$ cat src/rtl/pipeline_ctrl_pkg.sv
// pipeline_ctrl_pkg: shared state encoding and constants for the pipeline hazard/stall controller.
package pipeline_ctrl_pkg;

    typedef enum logic [1:0] {IDLE, RUN, MEMWAIT} state_t;

    localparam logic [4:0] X0 = 5'd0;

endpackage

$ cat src/rtl/pipeline_ctrl_if.sv
// pipeline_ctrl_if: pipeline-side signals seen by the hazard/stall controller.
interface pipeline_ctrl_if #(parameter int CNT_W = 16);

    logic             start_i;
    logic             EX_MemRead_i;
    logic [4:0]       EX_rd_i;
    logic [4:0]       ID_rs1_i;
    logic [4:0]       ID_rs2_i;
    logic             ID_useRs2_i;
    logic             ID_branchTaken_i;
    logic             mem_req_i;
    logic             mem_ack_i;
    logic             dcache_req_o;
    logic             PCWrite_o;
    logic             IFIDWrite_o;
    logic             Flush_o;
    logic             NoOp_o;
    logic             MemStall_o;
    logic [CNT_W-1:0] stall_cnt_o;
    logic [CNT_W-1:0] flush_cnt_o;
    logic             err_o;

    modport master (
        output start_i, EX_MemRead_i, EX_rd_i, ID_rs1_i, ID_rs2_i, ID_useRs2_i,
               ID_branchTaken_i, mem_req_i, mem_ack_i,
        input  dcache_req_o, PCWrite_o, IFIDWrite_o, Flush_o, NoOp_o, MemStall_o,
               stall_cnt_o, flush_cnt_o, err_o
    );

    modport slave (
        input  start_i, EX_MemRead_i, EX_rd_i, ID_rs1_i, ID_rs2_i, ID_useRs2_i,
               ID_branchTaken_i, mem_req_i, mem_ack_i,
        output dcache_req_o, PCWrite_o, IFIDWrite_o, Flush_o, NoOp_o, MemStall_o,
               stall_cnt_o, flush_cnt_o, err_o
    );

endinterface

$ cat src/rtl/pipeline_hazard_detect.sv
// pipeline_hazard_detect: combinational load-use compare, reusable by forwarding checks.
module pipeline_hazard_detect
    import pipeline_ctrl_pkg::*;
(
    input  logic       mem_read,
    input  logic [4:0] rd,
    input  logic [4:0] rs1,
    input  logic [4:0] rs2,
    input  logic       use_rs2,
    output logic       lu
);

    assign lu = mem_read && rd != X0 && (rd == rs1 || (use_rs2 && rd == rs2));

endmodule

$ cat src/rtl/pipeline_ctrl.sv
// pipeline_ctrl: FSM, stall/flush priority mux, saturating perf counters and memory timeout.
module pipeline_ctrl
    import pipeline_ctrl_pkg::*;
#(
    parameter int CNT_W       = 16,
    parameter int MEM_TIMEOUT = 64
) (
    input  logic             clk_i,
    input  logic             rst_i,
    pipeline_ctrl_if.slave   bus
);

    localparam int TW = $clog2(MEM_TIMEOUT + 1);

    state_t           state, state_nxt;
    logic             lu, ms, active;
    logic [CNT_W-1:0] stall_cnt, flush_cnt;
    logic [TW-1:0]    tcnt;
    logic             err;

    pipeline_hazard_detect u_hazard (
        .mem_read (bus.EX_MemRead_i),
        .rd       (bus.EX_rd_i),
        .rs1      (bus.ID_rs1_i),
        .rs2      (bus.ID_rs2_i),
        .use_rs2  (bus.ID_useRs2_i),
        .lu       (lu)
    );

    always_ff @(posedge clk_i) begin
        if (rst_i) state <= IDLE;
        else       state <= state_nxt;
    end

    // Memory stall outranks load-use, which outranks a taken branch.
    always_comb begin
        active    = state != IDLE;
        ms        = active && bus.mem_req_i && !bus.mem_ack_i;
        state_nxt = state == IDLE ? (bus.start_i ? RUN : IDLE) :
                    state == RUN  ? (ms ? MEMWAIT : RUN) :
                    state == MEMWAIT ? ((bus.mem_req_i && bus.mem_ack_i) ? RUN : MEMWAIT) : IDLE;
        bus.dcache_req_o = active && bus.mem_req_i;
        bus.MemStall_o   = ms;
        bus.PCWrite_o    = active && !ms && !lu;
        bus.IFIDWrite_o  = active && !ms && !lu;
        bus.NoOp_o       = !active || (!ms && lu);
        bus.Flush_o      = active && !ms && !lu && bus.ID_branchTaken_i;
    end

    always_ff @(posedge clk_i) begin
        if (rst_i) begin
            stall_cnt <= '0;
            flush_cnt <= '0;
            tcnt      <= '0;
            err       <= 1'b0;
        end else begin
            if (active && (ms || lu) && !(&stall_cnt)) stall_cnt <= stall_cnt + 1'b1;
            if (bus.Flush_o && !(&flush_cnt))          flush_cnt <= flush_cnt + 1'b1;
            if (state == RUN && ms)
                tcnt <= '0;
            else if (state == MEMWAIT && tcnt != TW'(MEM_TIMEOUT))
                tcnt <= tcnt + 1'b1;
            if (state == MEMWAIT && tcnt == TW'(MEM_TIMEOUT - 1)) err <= 1'b1;
        end
    end

    assign bus.stall_cnt_o = stall_cnt;
    assign bus.flush_cnt_o = flush_cnt;
    assign bus.err_o       = err;

endmodule

$ cat src/flat_wrapper.sv
// flat-port wrapper written by rule: the top's interface ports become plain ports
module pipeline_ctrl_flat import pipeline_ctrl_pkg::*;
#(
    parameter int CNT_W       = 16,
    parameter int MEM_TIMEOUT = 64
)
  (clk_i, rst_i, bus_start_i, bus_EX_MemRead_i, bus_EX_rd_i, bus_ID_rs1_i, bus_ID_rs2_i, bus_ID_useRs2_i, bus_ID_branchTaken_i, bus_mem_req_i, bus_mem_ack_i, bus_dcache_req_o, bus_PCWrite_o, bus_IFIDWrite_o, bus_Flush_o, bus_NoOp_o, bus_MemStall_o, bus_stall_cnt_o, bus_flush_cnt_o, bus_err_o);
  pipeline_ctrl_if #(.CNT_W(CNT_W)) bus_i ();
  input  logic clk_i;
  input  logic rst_i;
  input wire logic [$bits(bus_i.start_i)-1:0] bus_start_i;
  input wire logic [$bits(bus_i.EX_MemRead_i)-1:0] bus_EX_MemRead_i;
  input wire logic [$bits(bus_i.EX_rd_i)-1:0] bus_EX_rd_i;
  input wire logic [$bits(bus_i.ID_rs1_i)-1:0] bus_ID_rs1_i;
  input wire logic [$bits(bus_i.ID_rs2_i)-1:0] bus_ID_rs2_i;
  input wire logic [$bits(bus_i.ID_useRs2_i)-1:0] bus_ID_useRs2_i;
  input wire logic [$bits(bus_i.ID_branchTaken_i)-1:0] bus_ID_branchTaken_i;
  input wire logic [$bits(bus_i.mem_req_i)-1:0] bus_mem_req_i;
  input wire logic [$bits(bus_i.mem_ack_i)-1:0] bus_mem_ack_i;
  output wire logic [$bits(bus_i.dcache_req_o)-1:0] bus_dcache_req_o;
  output wire logic [$bits(bus_i.PCWrite_o)-1:0] bus_PCWrite_o;
  output wire logic [$bits(bus_i.IFIDWrite_o)-1:0] bus_IFIDWrite_o;
  output wire logic [$bits(bus_i.Flush_o)-1:0] bus_Flush_o;
  output wire logic [$bits(bus_i.NoOp_o)-1:0] bus_NoOp_o;
  output wire logic [$bits(bus_i.MemStall_o)-1:0] bus_MemStall_o;
  output wire logic [$bits(bus_i.stall_cnt_o)-1:0] bus_stall_cnt_o;
  output wire logic [$bits(bus_i.flush_cnt_o)-1:0] bus_flush_cnt_o;
  output wire logic [$bits(bus_i.err_o)-1:0] bus_err_o;
  assign bus_i.start_i = bus_start_i;
  assign bus_i.EX_MemRead_i = bus_EX_MemRead_i;
  assign bus_i.EX_rd_i = bus_EX_rd_i;
  assign bus_i.ID_rs1_i = bus_ID_rs1_i;
  assign bus_i.ID_rs2_i = bus_ID_rs2_i;
  assign bus_i.ID_useRs2_i = bus_ID_useRs2_i;
  assign bus_i.ID_branchTaken_i = bus_ID_branchTaken_i;
  assign bus_i.mem_req_i = bus_mem_req_i;
  assign bus_i.mem_ack_i = bus_mem_ack_i;
  assign bus_dcache_req_o = bus_i.dcache_req_o;
  assign bus_PCWrite_o = bus_i.PCWrite_o;
  assign bus_IFIDWrite_o = bus_i.IFIDWrite_o;
  assign bus_Flush_o = bus_i.Flush_o;
  assign bus_NoOp_o = bus_i.NoOp_o;
  assign bus_MemStall_o = bus_i.MemStall_o;
  assign bus_stall_cnt_o = bus_i.stall_cnt_o;
  assign bus_flush_cnt_o = bus_i.flush_cnt_o;
  assign bus_err_o = bus_i.err_o;
  pipeline_ctrl #(.CNT_W(CNT_W), .MEM_TIMEOUT(MEM_TIMEOUT)) u_core (.clk_i(clk_i), .rst_i(rst_i), .bus(bus_i));
endmodule
$ cat config.mk
export PLATFORM = sky130hd
export DESIGN_NAME = pipeline_ctrl_flat
export DESIGN_NICKNAME = d
export VERILOG_FILES = /design/src/rtl/pipeline_ctrl_pkg.sv /design/src/rtl/pipeline_ctrl_if.sv /design/src/rtl/pipeline_hazard_detect.sv /design/src/rtl/pipeline_ctrl.sv /design/src/flat_wrapper.sv
export SDC_FILE = /design/constraint.sdc
export NUM_CORES = 1
export LEC_CHECK = 0
export ABC_AREA = 1
export BUFFER_PORTS_ARGS = -buffer_cell sky130_fd_sc_hd__buf_2
export CAP_MARGIN = 30
export CORE_MARGIN = 2
export CORE_UTILIZATION = 59
export DETAILED_ROUTE_END_ITERATION = 8
export HOLD_SLACK_MARGIN = 0.05
export PLACE_DENSITY = 0.86
export RECOVER_POWER = 50
export SLEW_MARGIN = 10
export SYNTH_ARGS = -nofsm -noshare
export SYNTH_HDL_FRONTEND = slang
export SYNTH_HIERARCHICAL = 1
export SYNTH_SLANG_ARGS = --single-unit
$ cat constraint.sdc
create_clock -name clk_i -period 3.1 [get_ports clk_i]
set_clock_uncertainty 0.05 [all_clocks]
set_input_delay 0.775 -clock clk_i [delete_from_list [all_inputs] [get_ports clk_i]]
set_output_delay 0.775 -clock clk_i [all_outputs]
set_load 0.05 [all_outputs]
# == After elaboration in Yosys (flattened, before gate mapping) ==
# Index checks and enable logic that the tools add are counted.
# totals
out_inout_bits,39
register_bits,42
elab_cells,51
input_bits,23
# op_classes
n_addsub,3
muxes,6
eq_ne,6
n_reduce_logical,31
# op_table
operator,count
16-bit by 1-bit adder with 16-bit output (second input constant),2
16-bit AND reduction,2
1-bit logical AND,16
5-bit == test,2
2-bit 2-to-1 mux,5
7-bit by 1-bit adder with 7-bit output (second input constant),1
7-bit by 6-bit == test with 1-bit output (second input constant),1
7-bit inequality test (second input constant),1
1-bit logical NOT,6
5-bit nonzero test,1
1-bit logical OR,3
2-bit by 1-bit == test with 1-bit output (second input constant),1
2-bit == test (second input constant),1
2-bit logical NOT,1
2-bit nonzero test,1
2-bit OR reduction,1
1-bit 2-to-1 mux,1

# == Logic depth before layout (Yosys ltp) ==
# Gate-level depths: netlist of run 1.
# depth
word_depth,8
mapped_depth,13
depth_no_buf,13

# == Hierarchy ==
# Netlist of run 1, hierarchy kept.
# modules_own_cells
module,area_per_inst_um2,cells_each,instances
pipeline_ctrl,2642.5,394,1
pipeline_hazard_detect,206.4,52,1

# == Worst setup path after synthesis of run 1 ==
# No wires, ideal clock.
# synth_timing
path_type,input -> output
from,input bus_EX_rd_i[0]
to,output bus_PCWrite_o
setup_slack_ps,350
arrival_time_ps,1925
cell_stages,8
cell_sequence,nor2_1 nand3_1 o21ai_0 a21oi_1 nor2_2 nand2_1 inv_1 buf_4
# synth_via
elab_chain_len,6
elab_cells_between_ends,9
cone_classes,eq/ne: 2; reduce/logical: 7
# synth_lines
item,line,text
"start, declared",flat_wrapper.sv:13,input wire logic [$bits(bus_i.EX_rd_i)-1:0] bus_EX_rd_i;
5-bit == test,pipeline_hazard_detect.sv:13,assign lu = mem_read && rd != X0 && (rd == rs1 || (use_rs2 && rd == rs2));
1-bit logical AND,pipeline_hazard_detect.sv:13,
1-bit logical OR,pipeline_hazard_detect.sv:13,
1-bit logical AND *,pipeline_hazard_detect.sv:13,
net u_core.lu,pipeline_ctrl.sv:16,"logic lu, ms, active;"
1-bit logical NOT *,--,
1-bit logical AND *,--,
"end, declared",flat_wrapper.sv:21,output wire logic [$bits(bus_i.PCWrite_o)-1:0] bus_PCWrite_o;
# The timed path passes the listed nets; every way through them passes the cells marked *.

# == Worst setup path after layout of run 1 ==
# layout_timing
from,input bus_EX_rd_i[0]
to,output bus_Flush_o
# layout_via
elab_chain_len,7
elab_cells_between_ends,10
cone_classes,eq/ne: 2; reduce/logical: 8
# layout_lines
item,line,text
5-bit == test,pipeline_hazard_detect.sv:13,
1-bit logical AND,pipeline_hazard_detect.sv:13,
1-bit logical OR,pipeline_hazard_detect.sv:13,
1-bit logical AND *,pipeline_hazard_detect.sv:13,
net u_core.lu,pipeline_ctrl.sv:16,
1-bit logical NOT *,pipeline_ctrl.sv:47,bus.Flush_o = active && !ms && !lu && bus.ID_branchTaken_i;
1-bit logical AND * (2 in series),pipeline_ctrl.sv:47,
"end, declared",flat_wrapper.sv:23,output wire logic [$bits(bus_i.Flush_o)-1:0] bus_Flush_o;
# Marks and branches as above.

==> reports/qor.txt, run 1 <==
DIE
------------------------------------------------------------------------------------
Std-Cell Rows                                                                     25
Initial Utilization                                                            60.7%
Die Width                                                                    73.5 um
Number of placed I/O pins                                                         62
Die Span Y                                                                   73.5 um
Placeable Area                                                             4690 um^2
Area of the die                                                            5400 um^2

ROUTE
------------------------------------------------------------------------------------
Post-DRT Antenna Nets                                                              0
Routed wire length                                                           6.50 mm
Number of DRC markers after the initial detailed-route iteration                 147
Via total after detailed routing                                               2,923
First-pass iteration count of the detailed router                                  4
Detailed-route DRC error count                                                     0
Uppermost routed layer                                                          met4
Met3 WL                                                                       294 um
Per-cell routed wire length                                                  11.5 um
Metal1 wirelength                                                            2.84 mm
Routed vias/inst                                                                5.19
WL met2                                                                      3.27 mm

CTS
------------------------------------------------------------------------------------
Clock transition at path regs                                                0.08 ns
Clock tree from TritonCTS                                                      built
Clock root buffer                                                           clkbuf_8
Deepest level of the CTS H-tree                                                    2
Number of clock sinks                                                             42
Post-cts resize count                                                              0
Number of buffers created by CTS                                                   5
Clock insertion delay at the later pin of the skew report                    0.29 ns
Setup Buffers After CTS                                                            0
Number of buffers inserted for hold repair after clock tree synthesis              0
Maximum number of buffers from clock root to sink                                  2

FINISH
------------------------------------------------------------------------------------
Fill cell instance count of the final layout                                     454
Area occupied by registers                                                  841 um^2
Nets@finish                                                                      535
Final instance area                                                        3200 um^2
Multi-input gate area                                                      1720 um^2
Layout cell share with drive strength beyond 1                                 16.3%
Area growth, synth to finish                                                   12.5%
# diodes                                                                           0

SETUP PATH
------------------------------------------------------------------------------------
Required time of the critical path                                           2.27 ns
Setup CP Type                                                           input port to primary output
Register-to-Register Setup Slack                                             1.22 ns
Crit Path Max Fanout                                                               5
Startpoint types                                                          input port
Cell at the slowest stage of the critical path                                 buf_2
Arrival time of the worst setup path                                         2.05 ns
Largest stage delay, worst path                                              0.29 ns
Crit path cell chain                                                    buf_2, nor2_1, nand3_1, o21ai_0, a21oi_1, nor2_2, nand3_2, inv_1, buf_2
Most used cell along the critical path                                         buf_2
CP endpoint kind                                                        primary output

SYNTH
------------------------------------------------------------------------------------
Cell area after technology mapping                                         2850 um^2
Warnings from Yosys                                                                6
Leading post-synthesis cells by cell area                               dfxtp_1 (30%), nand2_1 (19%), nor2_1 (7.2%)
Leading area contributor after synthesis                                     dfxtp_1
Seq/Total Area, Yosys                                                          29.5%
Gate count after technology mapping                                              446
Post-Syn Area per Cell                                                     6.39 um^2
Yosys top cell area share                                                      29.5%
Ys async rst share                                                                0%
Commonest register cell after synthesis                                      dfxtp_1
Post-Synthesis Net Count                                                         473
Flip-flop and latch count after synthesis                                         42
Synth top cells by count                                                nand2_1 (148), nor2_1 (55), inv_1 (49)
Most frequent cell after synthesis                                           nand2_1
Number of different library cells in the post-synthesis netlist                   28
Post-synth EDFFs                                                                   0

STATUS
------------------------------------------------------------------------------------
Violated checks                                                         max-capacitance violations, max-slew violations
Outcome                                                                 finished, violations left

TIMING
------------------------------------------------------------------------------------
Final number of setup-violating endpoints                                          0
Worst max-slew margin expressed relative to the limit                         -16.1%
Final Hold Viols                                                                   0
Period Utilization, post-route                                                 92.7%
Setup repair after global routing missed its margin                            false
Transition time at the pin with the least slew margin                        1.74 ns
Sum of negative setup slack                                                     0 ns
Total count of max-transition violations in the final report                      28
Min Clock Period, post-route                                                 2.87 ns
Fmax                                                                         348 MHz

GRT
------------------------------------------------------------------------------------
Number of antenna violations at the first check in global routing                  0
Number of global-route vias before repair                                      2,747
Largest net degree at the start of global routing                                 28
Global-route wire length before repair                                       11.2 mm
Total congestion overflow after global routing                                     0
GRT Overall Usage                                                              25.6%

PLACE
------------------------------------------------------------------------------------
Last weighted congestion value of the routability-driven placer                0.920
Placed wire-length estimate after detailed placement                         4.80 mm
Number of buffer cells added on primary ports                                     61
Dpl cell area                                                              3170 um^2

POWER
------------------------------------------------------------------------------------
Power per cell area                                                      326 nW/um^2
Worst ir drop on vdd                                                        0.268 mV
Leakage power figure                                                         1.31 nW

RUN
------------------------------------------------------------------------------------
Count of max-cap constraint violations                                             1

WORST HOLD PATH
------------------------------------------------------------------------------------
Kind of path behind the tightest hold check                             register to register

## cells in the final DEF (no fill, tap or decap), drive strengths merged
| cell type | instances |
|---|---|
| ha | 4 |
| clkinv | 5 |
| xor2 | 9 |
| xnor2 | 8 |
| nor3 | 2 |
| nand2 | 159 |
| a31oi | 1 |
| nand3 | 34 |
| dfxtp | 42 |
| nor2 | 65 |
| clkbuf | 38 |
| nand4 | 13 |
| a21oi | 34 |
| buf | 31 |
| nor3b | 1 |
| inv | 54 |
| o21ai | 9 |
## through the flow
stage / utilization, % / cells / setup slack (ns) / power [mW] / hold slack [ns]
global placement: 67.6 / 555 / 0.292 / 0.706 / 0.383
floorplan: - / 446 / 0.350 / 0.671 / 0.394
CTS: 69.5 / 563 / 0.246 / 1.06 / 0.402
finish: 68.3 / 563 / 0.226 / 1.04 / 0.402
detailed placement: 67.6 / 555 / 0.248 / 0.708 / 0.389
global route: 68.3 / 563 / 0.0411 / 1.09 / 0.442
## report_power, final
| part | total [mW] | switching, mW | internal [mW] |
|---|---|---|---|
| logic | 0.141 | 0.102 | 0.0387 |
| clock network | 0.352 | 0.193 | 0.159 |
| registers | 0.551 | 0.00696 | 0.544 |
## layer usage
layer,global-route usage [%],vias to the layer above
met3,4.12,11
li1,-,1515
met4,8.48,0
met5,0,-
met2,45.8,76
met1,30.8,1321
## kinds of logic (layout without fill, tap and decap cells)
| logic type | after synthesis | in the layout | share of synthesized area [%] |
|---|---|---|---|
| DFF | 42 | 42 | 29.5 |
| and+or+nand+nor | 274 | 274 | 43.5 |
| xor gates and xnor gates | 17 | 17 | 5.23 |
| AOI/OAI and AO/OA | 44 | 44 | 10.3 |
| adders and majority gates | 4 | 4 | 1.76 |
| buffers and inverters | 65 | 128 | 9.75 |
## final cells by class
class                   count  area share (%)
multi-input cells         339            53.6
flip-flops and latches     42            26.2
repair buffers             63            8.67
inverters                  57            6.68
clock buffers               6            2.26
well taps                  54            2.11
clock inverters             2           0.430
## sequential cells by signal, indices dropped and copies added (netlist names)
register	cells
u_core/bus.err_o	1
u_core/bus.flush_cnt_o	16
u_core/bus.stall_cnt_o	16
u_core/state	2
u_core/tcnt	7
## worst max-delay path, delay by kind of cell
| kind | cells | cell delay [ns] |
|---|---|---|
| buf+inv | 3 | 0.57 |
| simple gates | 4 | 0.46 |
| compound gates | 2 | 0.25 |
## final timing paths
check	startpoint	to	cells past startpoint
worst max-delay path	bus_EX_rd_i[0]	bus_Flush_o	9
worst min-delay path	u_core/bus.err_o$_SDFFE_PP0P_	u_core/bus.err_o$_SDFFE_PP0P_	2
worst max register to register	u_core/bus.flush_cnt_o[0]$_SDFFE_PP0P_	u_core/bus.flush_cnt_o[1]$_SDFFE_PP0P_	9
worst min register to register	u_core/bus.err_o$_SDFFE_PP0P_	u_core/bus.err_o$_SDFFE_PP0P_	2
No activity file was read; power rests on OpenSTA's default activity.
==> inputs of run 2 (changes only) <==
CORE_UTILIZATION = 50   (was 59)
PLACE_DENSITY = 0.77   (was 0.86)
clock period = 2.4 ns   (was 3.1 ns; I/O delays follow)
==> run 2 against run 1 <==
  * The run now ends clean
  * Worst setup slack got worse by 0.14 ns
  * Clock power is 57% higher
  * Via count shrank 0.51%
  * Global-route usage decreased by 3.9 points
  * Combinational power rose by 41%
  * Critical endpoint is now bus_IFIDWrite_o
  * Largest power group unchanged
==> reports/qor.txt, run 2 (synthesis results as in run 1) <==
STATUS
------------------------------------------------------------------------------------
Outcome                                                                    completed

DIE
------------------------------------------------------------------------------------
Std-Cell Rows                                                                     27
Area of the die                                                            6320 um^2
Number of placed I/O pins                                                         62
Initial Utilization                                                            51.7%
Placeable Area                                                             5510 um^2
Die Width                                                                    79.5 um
Die Span Y                                                                   79.5 um

SETUP PATH
------------------------------------------------------------------------------------
Crit Path Max Fanout                                                               3
Critical path buffer and inverter count                                            4
Largest delay contributor family on the critical path                   simple AND/OR/NAND/NOR gates
CP endpoint kind                                                        primary output
Startpoint types                                                          input port
Worst R2R End                                                           u_core/bus.stall_cnt_o[11]$_SDFFE_PP0P_
Register-to-Register Setup Slack                                             0.63 ns
Worst r2r path cells                                                               7
Largest stage delay, worst path                                              0.21 ns
Most used cell along the critical path                                       nand2_1
Setup CP Type                                                           input port to primary output
Critical Path End                                                       bus_IFIDWrite_o
Start point of the critical path                                        bus_EX_rd_i[2]
Critical register-to-register path startpoint                           u_core/bus.stall_cnt_o[0]$_SDFFE_PP0P_
Arrival time of the worst setup path                                         1.67 ns
Required time of the critical path                                           1.75 ns
CP Depth                                                                          11
Cell at the slowest stage of the critical path                               a21oi_2
Crit path cell chain                                                    buf_2, inv_1, nand2_1, nand2_1, nor2_1, nand3_1, a21oi_2, nor2_2, nand2_1, inv_1, buf_4

CTS
------------------------------------------------------------------------------------
Clock insertion delay at the later pin of the skew report                    0.29 ns
Clock transition at path regs                                                0.08 ns
Clock tree from TritonCTS                                                      built
Number of clock sinks                                                             42
Number of buffers created by CTS                                                   5
Clock root buffer                                                           clkbuf_8
Deepest level of the CTS H-tree                                                    2
Number of buffers inserted for hold repair after clock tree synthesis              0
Maximum number of buffers from clock root to sink                                  2

TIMING
------------------------------------------------------------------------------------
Transition time at the pin with the least slew margin                       0.616 ns
Final number of setup-violating endpoints                                          0
Final Hold Viols                                                                   0
Min Clock Period, post-route                                                 2.32 ns
Worst hold margin                                                           0.403 ns
Fmax                                                                         432 MHz
Worst max-slew margin expressed relative to the limit                          59.1%
Worst path setup slack after routing                                       0.0848 ns
Total count of max-transition violations in the final report                       0
Period Utilization, post-route                                                 96.5%

POWER
------------------------------------------------------------------------------------
Proportion of power drawn by flip-flops and latches                            48.6%
Cell internal pwr                                                            1.08 mW
Switching power total                                                       0.388 mW
Switching share of total power                                                 26.5%
Portion of total power attributed to combinational logic                       13.6%
Part of the power in the clock network                                         37.8%
Worst ir drop on vdd                                                        0.256 mV
Leakage power figure                                                         1.35 nW
Power per cell area                                                      441 nW/um^2

FINISH
------------------------------------------------------------------------------------
Layout cell share with drive strength beyond 1                                 17.7%
Leading cell type in the layout, fill and taps excluded                      nand2_1
Utilization after layout                                                       60.2%
Most used cells in the layout excluding fill and tap cells              nand2_1 (149), nor2_1 (54), inv_1 (49)
Area growth, synth to finish                                                   16.4%
# diodes                                                                           0
Nets@finish                                                                      539

GRT
------------------------------------------------------------------------------------
GRT Overall Usage                                                              21.7%
Largest net degree at the start of global routing                                 28
Number of global-route vias before repair                                      2,711
Total congestion overflow after global routing                                     0
Global-route wire length before repair                                       11.3 mm
Number of antenna violations at the first check in global routing                  0

ROUTE
------------------------------------------------------------------------------------
Post-DRT Antenna Nets                                                              0
Via total after detailed routing                                               2,908
Per-cell routed wire length                                                  11.0 um
Number of DRC markers after the initial detailed-route iteration                 129
First-pass iteration count of the detailed router                                  5
Routed vias/inst                                                                4.97
Detailed-route DRC error count                                                     0
Routed wire length                                                           6.42 mm

PLACE
------------------------------------------------------------------------------------
Placed wire-length estimate after detailed placement                         4.75 mm
Number of buffer cells added on primary ports                                     61
Dpl ws                                                                    -0.0154 ns
Last weighted congestion value of the routability-driven placer                0.832

WORST HOLD PATH
------------------------------------------------------------------------------------
Kind of path behind the tightest hold check                             register to register

RUN
------------------------------------------------------------------------------------
Count of max-cap constraint violations                                             0

-- run 2: worst min-delay path by stage --
stage,depth (start not counted),from,end
floorplan,2,u_core/tcnt[6]$_SDFFE_PP0P_,u_core/tcnt[6]$_SDFFE_PP0P_
detailed placement,2,u_core/bus.err_o$_SDFFE_PP0P_,u_core/bus.err_o$_SDFFE_PP0P_
global placement,2,u_core/bus.err_o$_SDFFE_PP0P_,u_core/bus.err_o$_SDFFE_PP0P_
CTS,2,u_core/bus.err_o$_SDFFE_PP0P_,u_core/bus.err_o$_SDFFE_PP0P_
finish,2,u_core/bus.err_o$_SDFFE_PP0P_,u_core/bus.err_o$_SDFFE_PP0P_
global route,2,u_core/bus.err_o$_SDFFE_PP0P_,u_core/bus.err_o$_SDFFE_PP0P_
-- run 2: worst min-delay path: cells and delay by family, from the launching register on --
| kind | cells | cell delay [ns] |
|---|---|---|
| flops | 1 | 0.31 |
| buf+inv | 1 | 0.05 |
| compound gates | 1 | 0.05 |
-- run 2: repair_timing --
action | in CTS | in global routing
setup endpoints to repair | 2 | 4
gates resized for setup | 2 | 11
pin swaps | 0 | 2
setup buffers | 0 | 1
-- run 2: stage by stage --
step | TNS (ns) | cells | area (um^2) | power, mW
6_report | 0 | 585 | 3320 | 1.46
5_1_grt | -0.00857 | 585 | 3320 | 1.53
4_1_cts | 0 | 584 | 3330 | 1.48
3_5_place_dp | -0.0180 | 576 | 3220 | 0.920
3_3_place_gp | 0 | 576 | 3220 | 0.917
2_1_floorplan | 0 | 446 | 2850 | 0.866
-- run 2: area by class of cell --
type	instances	area (um^2)
fill	566	2190
multi-input combinational	339	1730
sequential	42	841
timing repair buffer	67	332
inverter	57	214
tap	72	90.1
clock buffer	7	76.3
clock inverter	1	30.0
-- run 2: power by group through the flow --
stage / Combinational, mW / Clock, mW / Sequential (mW)
global route: 0.219 / 0.602 / 0.713
global placement: 0.189 / 0 / 0.727
detailed placement: 0.192 / 0 / 0.728
finish: 0.199 / 0.553 / 0.711
CTS: 0.194 / 0.571 / 0.711
floorplan: 0.124 / 0 / 0.742
-- run 2: metal layers --
metal  up-vias  routed length (um)  GRT usage [%]
met5         -                   0              0
met4         0                  54           5.34
met3         7                 272           3.05
met2        56                3190           40.0
met1      1316                2910           26.2
li1       1529                   -              -
